--- config.mk ---
export PLATFORM = sky130hd
export DESIGN_NAME = decod_enc16
export DESIGN_NICKNAME = d
export VERILOG_FILES = /design/src/rtl/decod_pkg.sv /design/src/rtl/prio_enc16.sv /design/src/rtl/decod_enc16.sv
export SDC_FILE = /design/constraint.sdc
export NUM_CORES = 1
export LEC_CHECK = 0
export BUFFER_PORTS_ARGS = -buffer_cell sky130_fd_sc_hd__buf_2
export CAP_MARGIN = 20
export CELL_PAD_IN_SITES_DETAIL_PLACEMENT = 1
export CELL_PAD_IN_SITES_GLOBAL_PLACEMENT = 2
export CORE_ASPECT_RATIO = 0.7
export CORE_UTILIZATION = 33
export DETAILED_ROUTE_END_ITERATION = 16
export GPL_ROUTABILITY_DRIVEN = 0
export GPL_TIMING_DRIVEN = 1
export HOLD_SLACK_MARGIN = 0.08
export PLACE_DENSITY_LB_ADDON = 0.1
export SLEW_MARGIN = 20
export SYNTH_ARGS = -nofsm -noshare
export SYNTH_HDL_FRONTEND = slang
export SYNTH_HIERARCHICAL = 1
export SYNTH_SLANG_ARGS = --single-unit
--- constraint.sdc ---
create_clock -name clk -period 9.35 [get_ports clk]
set_clock_uncertainty 0.15 [all_clocks]
set_input_delay 1.87 -clock clk [delete_from_list [all_inputs] [get_ports clk]]
set_output_delay 1.87 -clock clk [all_outputs]
set_load 0.05 [all_outputs]
--- src/rtl/decod_pkg.sv ---
// Shared types and helpers for the 16-to-4 sequential request encoder.
package decod_pkg;
  localparam int unsigned N_LINES = 16;
  localparam int unsigned CODE_W  = 4;

  typedef logic [CODE_W-1:0]  code_t;
  typedef logic [N_LINES-1:0] req_t;

  typedef enum logic {
    S_EMPTY = 1'b0,
    S_HOLD  = 1'b1
  } state_t;

  // Rotate right by n: result[j] = v[(j+n) mod 16].
  function automatic req_t rotr16(input req_t v, input code_t n);
    logic [2*N_LINES-1:0] d;
    d = {v, v} >> n;
    return d[N_LINES-1:0];
  endfunction
endpackage

--- src/rtl/prio_enc16.sv ---
// Combinational priority encoder: highest set bit searching downward from
// start, wrapping modulo 16.
module prio_enc16
  import decod_pkg::*;
(
  input  req_t  vec,
  input  code_t start,
  output code_t code,
  output logic  any
);
  req_t  rot;
  code_t hi;

  // Rotate so that bit 'start' lands on bit 15, take the top bit, rotate back.
  always_comb begin
    rot = rotr16(vec, start + 4'd1);
    hi  = '0;
    for (int unsigned i = 0; i < N_LINES; i++) begin
      if (rot[i]) hi = code_t'(i);
    end
    code = hi + start + 4'd1;
    any  = |vec;
  end
endmodule

--- src/rtl/decod_enc16.sv ---
// Sequential 16-to-4 request encoder: sticky pending set served one code at
// a time on a valid/ready channel, fixed or round-robin priority.
module decod_enc16
  import decod_pkg::*;
#(
  parameter bit RR = 1'b0
) (
  input  logic  clk,
  input  logic  rst_n,
  input  logic  en,
  input  req_t  req,
  output code_t out_code,
  output logic  out_e,
  output logic  out_valid,
  input  logic  out_ready,
  output req_t  pend,
  output logic  busy
);
  state_t state;
  code_t  last;
  logic   served;
  req_t   cand;
  logic   slot_free;
  code_t  start;
  code_t  k;
  logic   any;

  assign out_valid = (state == S_HOLD);
  assign out_e     = out_valid;
  assign busy      = (|pend) | out_valid;
  assign cand      = pend | (en ? req : '0);
  assign slot_free = !out_valid || out_ready;

  // Until the first load the search includes the reset pointer itself,
  // so a full request set from reset is served 15 down to 0.
  assign start = (RR && served) ? last - 4'd1 : 4'hF;

  prio_enc16 u_prio (
    .vec   (cand),
    .start (start),
    .code  (k),
    .any   (any)
  );

  always_ff @(posedge clk) begin
    if (!rst_n) begin
      state    <= S_EMPTY;
      out_code <= '0;
      pend     <= '0;
      last     <= 4'hF;
      served   <= 1'b0;
    end else if (slot_free) begin
      if (any) begin
        state    <= S_HOLD;
        out_code <= k;
        pend     <= cand & ~(req_t'(1) << k);
        last     <= k;
        served   <= 1'b1;
      end else begin
        state <= S_EMPTY;
        pend  <= '0;
      end
    end else begin
      pend <= cand;
    end
  end
endmodule

==> tab_implementation.tex <==
\begin{tabular}{lr}
\hline
Metric & Value \\
\hline
\multicolumn{2}{l}{\textbf{Route}} \\
\quad Violation count after the first detailed-routing iteration & 60 \\
\quad Via count & 1,825 \\
\quad Total Wirelength & $\sim$6000 µm \\
\quad Number of antenna-violating nets in the routed design & 0 \\
\quad Routed via count divided by cell count & between 5 and 6 \\
\quad Initial DRT Pass Iterations & 4 \\
\quad Average wire length per cell after detail routing & between 15 and 20 µm \\
\quad Number of remaining DRC errors & 0 \\
\multicolumn{2}{l}{\textbf{Synthesis}} \\
\quad Post-synth design cell area & about 0.0021 mm² \\
\quad Post-synth EDFFs & 0 \\
\quad Main combinational cell family by area after synthesis & multiplexers \\
\quad Most common flop cell mapped by yosys & dfxtp\_1 \\
\quad Number of distinct standard cells referenced by the synthesized netlist & 45 \\
\quad Compound-Gate Fraction of Synth Area & 0.170 \\
\quad Fraction of registers with async set/reset & 0 \\
\quad Commonest cells post-synth & dfxtp\_1, inv\_1, a21oi\_1 \\
\quad Top cells by area, synth & dfxtp\_1, mux4\_2, mux4\_1, mux2i\_1, mux2\_2 \\
\quad Synth warn & 6 \\
\quad XOR/XNOR Fraction of Synth Area & 0.0286 \\
\quad Mean instance size in the synthesized netlist & 9.80 µm² \\
\quad Cells after synthesis & 210 \\
\quad Proportion of synthesized chip area in sequential cells & 0.204 \\
\quad Area fraction of the dominant cell type after synthesis & 0.204 \\
\quad Simple-gate area share of the yosys netlist & 0.125 \\
\quad Area share of fa/ha/maj cells after synthesis & 0.0341 \\
\quad Multiplexer area fraction after synthesis & 0.355 \\
\quad Post-synthesis sequential element count & 21 \\
\quad Cell type with the highest aggregate area in the netlist & dfxtp\_1 \\
\multicolumn{2}{l}{\textbf{Timing}} \\
\quad Final Critical Period & 5640 ps \\
\quad RSZ-0062 raised after global routing & no \\
\quad Hold Vio Cnt, Final & 0 \\
\quad Transition time at the pin with the least slew margin & about 840 ps \\
\quad Final-report setup violation count & 0 \\
\quad Pins over their slew limit & 0 \\
\quad Worst Hold Margin & roughly 330 ps \\
\quad Worst slew margin relative to its limit & 0.441 \\
\quad Maximum clock frequency & about 0.18 GHz \\
\quad Total negative setup slack & 0 ps \\
\quad Portion of the clock cycle consumed by the worst path in the final layout & 0.604 \\
\quad Least setup slack across all paths after layout & between 3000 and 4000 ps \\
\multicolumn{2}{l}{\textbf{Worst setup path}} \\
\quad Critical path start-end classification & input pin to flip-flop \\
\quad Chain of cells forming the critical path & buf\_2 -> a21oi\_1 -> inv\_1 -> mux4\_1 -> mux2\_2 -> mux2\_4 -> nand2b\_4 -> a311oi\_2 -> o21ai\_1 -> ha\_1 -> a21o\_1 -> a21oi\_1 -> xor2\_1 -> xnor2\_1 -> and2\_1 -> a311oi\_1 \\
\quad Slowest stage cell on the critical path & mux4\_1 \\
\quad Peak fanout along the critical path & 16 \\
\quad Most frequent cell on the critical path & a21oi\_1 \\
\quad CP Data Required Time & roughly 9300 ps \\
\quad CP Launch Type & input pin \\
\quad Number of buffer and inverter stages on the critical path & 2 \\
\quad Critical path's largest stage delay & 560 ps \\
\quad Crit. End Element & flip-flop \\
\quad Critical path data arrival time & roughly 5600 ps \\
\quad Crit path max-delay family & multiplexers \\
\multicolumn{2}{l}{\textbf{GRT}} \\
\quad Total routing usage reported by global routing & 0.190 \\
\quad Congestion Overflow GR & 0 \\
\quad Initial antenna violation count & 0 \\
\quad Global-route wire length before repair & 9120 µm \\
\quad Number of global-route vias before repair & between 1.5k and 2k \\
\quad Pin count of the biggest net entering global routing & 19 \\
\multicolumn{2}{l}{\textbf{Clocking}} \\
\quad Post-CTS setup buffer count & 0 \\
\quad Clock insertion delay at the later pin of the skew report & 260 ps \\
\quad Post\_cts resized & 0 \\
\quad Root Buffer Master & clkbuf\_8 \\
\quad Clock buffers created by TritonCTS & 3 \\
\quad CTS clock-pin slew for the worst setup and hold paths & $\sim$80 ps \\
\quad Hold Buf Count CTS & 0 \\
\quad Number of H-tree branching levels & 1 \\
\quad Total clock sinks & 21 \\
\quad Clock tree from TritonCTS & done \\
\quad Buffer levels on the longest clock path & 2 \\
\multicolumn{2}{l}{\textbf{Die}} \\
\quad Core Rows & 23 \\
\quad Initial standard-cell utilization of the core & 0.350 \\
\quad Core area & just under 0.006 mm² \\
\quad Chip Height & just under 70 µm \\
\quad Boundary pin count & 43 \\
\quad Width of the die & around 96 µm \\
\quad Die area & approximately 0.0066 mm² \\
\multicolumn{2}{l}{\textbf{Pwr}} \\
\quad Power density normalized to cell area & $\sim$220 mW/mm² \\
\quad Total power & between 500 and 600 µW \\
\quad Peak ir drop on the vdd network & between 90 and 100 µV \\
\quad Static leakage & approximately 1.1 nW \\
\multicolumn{2}{l}{\textbf{Layout}} \\
\quad Synth-to-layout area growth & 14.5\% \\
\quad Nets & around 280 \\
\quad Seq. cell area & roughly 420 µm² \\
\quad Antenna cells & 0 \\
\quad Area used by multi-input combinational logic & $\sim$0.0015 mm² \\
\quad Layout Utilization & 0.401 \\
\quad Count of filler cells inserted in the layout & just over 700 \\
\quad Fraction of layout cells with a size suffix above 1 & 0.300 \\
\multicolumn{2}{l}{\textbf{Place}} \\
\quad Pre-CTS setup slack & roughly 3400 ps \\
\quad Half-perimeter wire length after detailed placement & around 4900 µm \\
\quad Port Buffer Count & 42 \\
\multicolumn{2}{l}{\textbf{Outcome}} \\
\quad Status & complete, no violations \\
\multicolumn{2}{l}{\textbf{Flow run}} \\
\quad Max capacitance violation total & 0 \\
\multicolumn{2}{l}{\textbf{Min path}} \\
\quad Class of the worst hold path & flip-flop to flip-flop \\
\hline
\end{tabular}
[power breakdown]
group	internal, mW	switching, mW
clock network	0.0304	0.0307
logic	0.120	0.230
registers	0.105	0.0105
[per-layer routing]
layer | track usage | part of all wire | vias up
met3 | 0.0300 | 0.046 | 2
met5 | 0 | 0 | -
met4 | 0.0221 | 0.0040 | 0
li1 | - | - | 884
met1 | 0.302 | 0.55 | 891
met2 | 0.270 | 0.40 | 48
[state kept, by name, indices dropped and copies added, names as in the netlist]
| register | count |
|---|---|
| out_e | 1 |
| pend | 16 |
| out_code | 4 |
[cell families (layout without fill, tap and decap cells)]
group           count (synthesis)  after routing
compound gates                 52             52
xor+xnor                        5              5
fa+ha+maj                       5              5
buf+inv                        34             67
flops                          21             21
mux                            47             47
other cells                     1             11
simple gates                   45             45
[path summary, 6_finish.rpt]
check                                 start     endpoint  slack (ps)  cells past startpoint
worst min register to register  out_code[2]  out_code[2]         330                      2
worst max register to register     pend[11]     pend[13]        5220                     15
worst max-delay path                     en     pend[13]        3710                     16
worst min-delay path            out_code[2]  out_code[2]         330                      2
[per-stage QoR]
stage | area [µm²] | std cells
after floorplan | 2090 | 220
after global placement | 2310 | 324
after detailed placement | 2310 | 324
after CTS | 2350 | 328
after global routing | 2350 | 328
final | 2350 | 328
[cell type report]
cell class,instances,share of cell area
flip-flops and latches,21,0.179
repair buffers,42,0.0893
clock buffers,4,0.0191
inverters,21,0.0335
multi-input cells,165,0.640
well taps,75,0.0399
[worst register-to-register path: stages (launching register included)]
cell and delay [ps]:
dfxtp_1 340, a21oi_1 200, inv_1 140, mux4_1 560
mux2_2 290, mux2_4 280, nand2b_4 150, a311oi_2 260
o21ai_1 160, ha_1 210, a21o_1 140, a21oi_1 160
xor2_1 100, xnor2_1 320, and2_1 380, a311oi_1 140
[cells in the final DEF (no fill, tap or decap), drive strengths merged, types with 2 or more instances in the layout]
master,n
conb,11
and2b,2
ha,4
mux2,14
nor2,8
mux2i,16
nand3,8
a211oi,9
a311oi,7
clkbuf,4
nand4,4
a21o,2
nand2b,2
a21oi,17
nand2,4
buf,42
mux4,17
dfxtp,21
o21ai,10
nor2b,5
nor4,7
inv,21
a21boi,4
xor2,4
(Power assumes the default switching activity.)
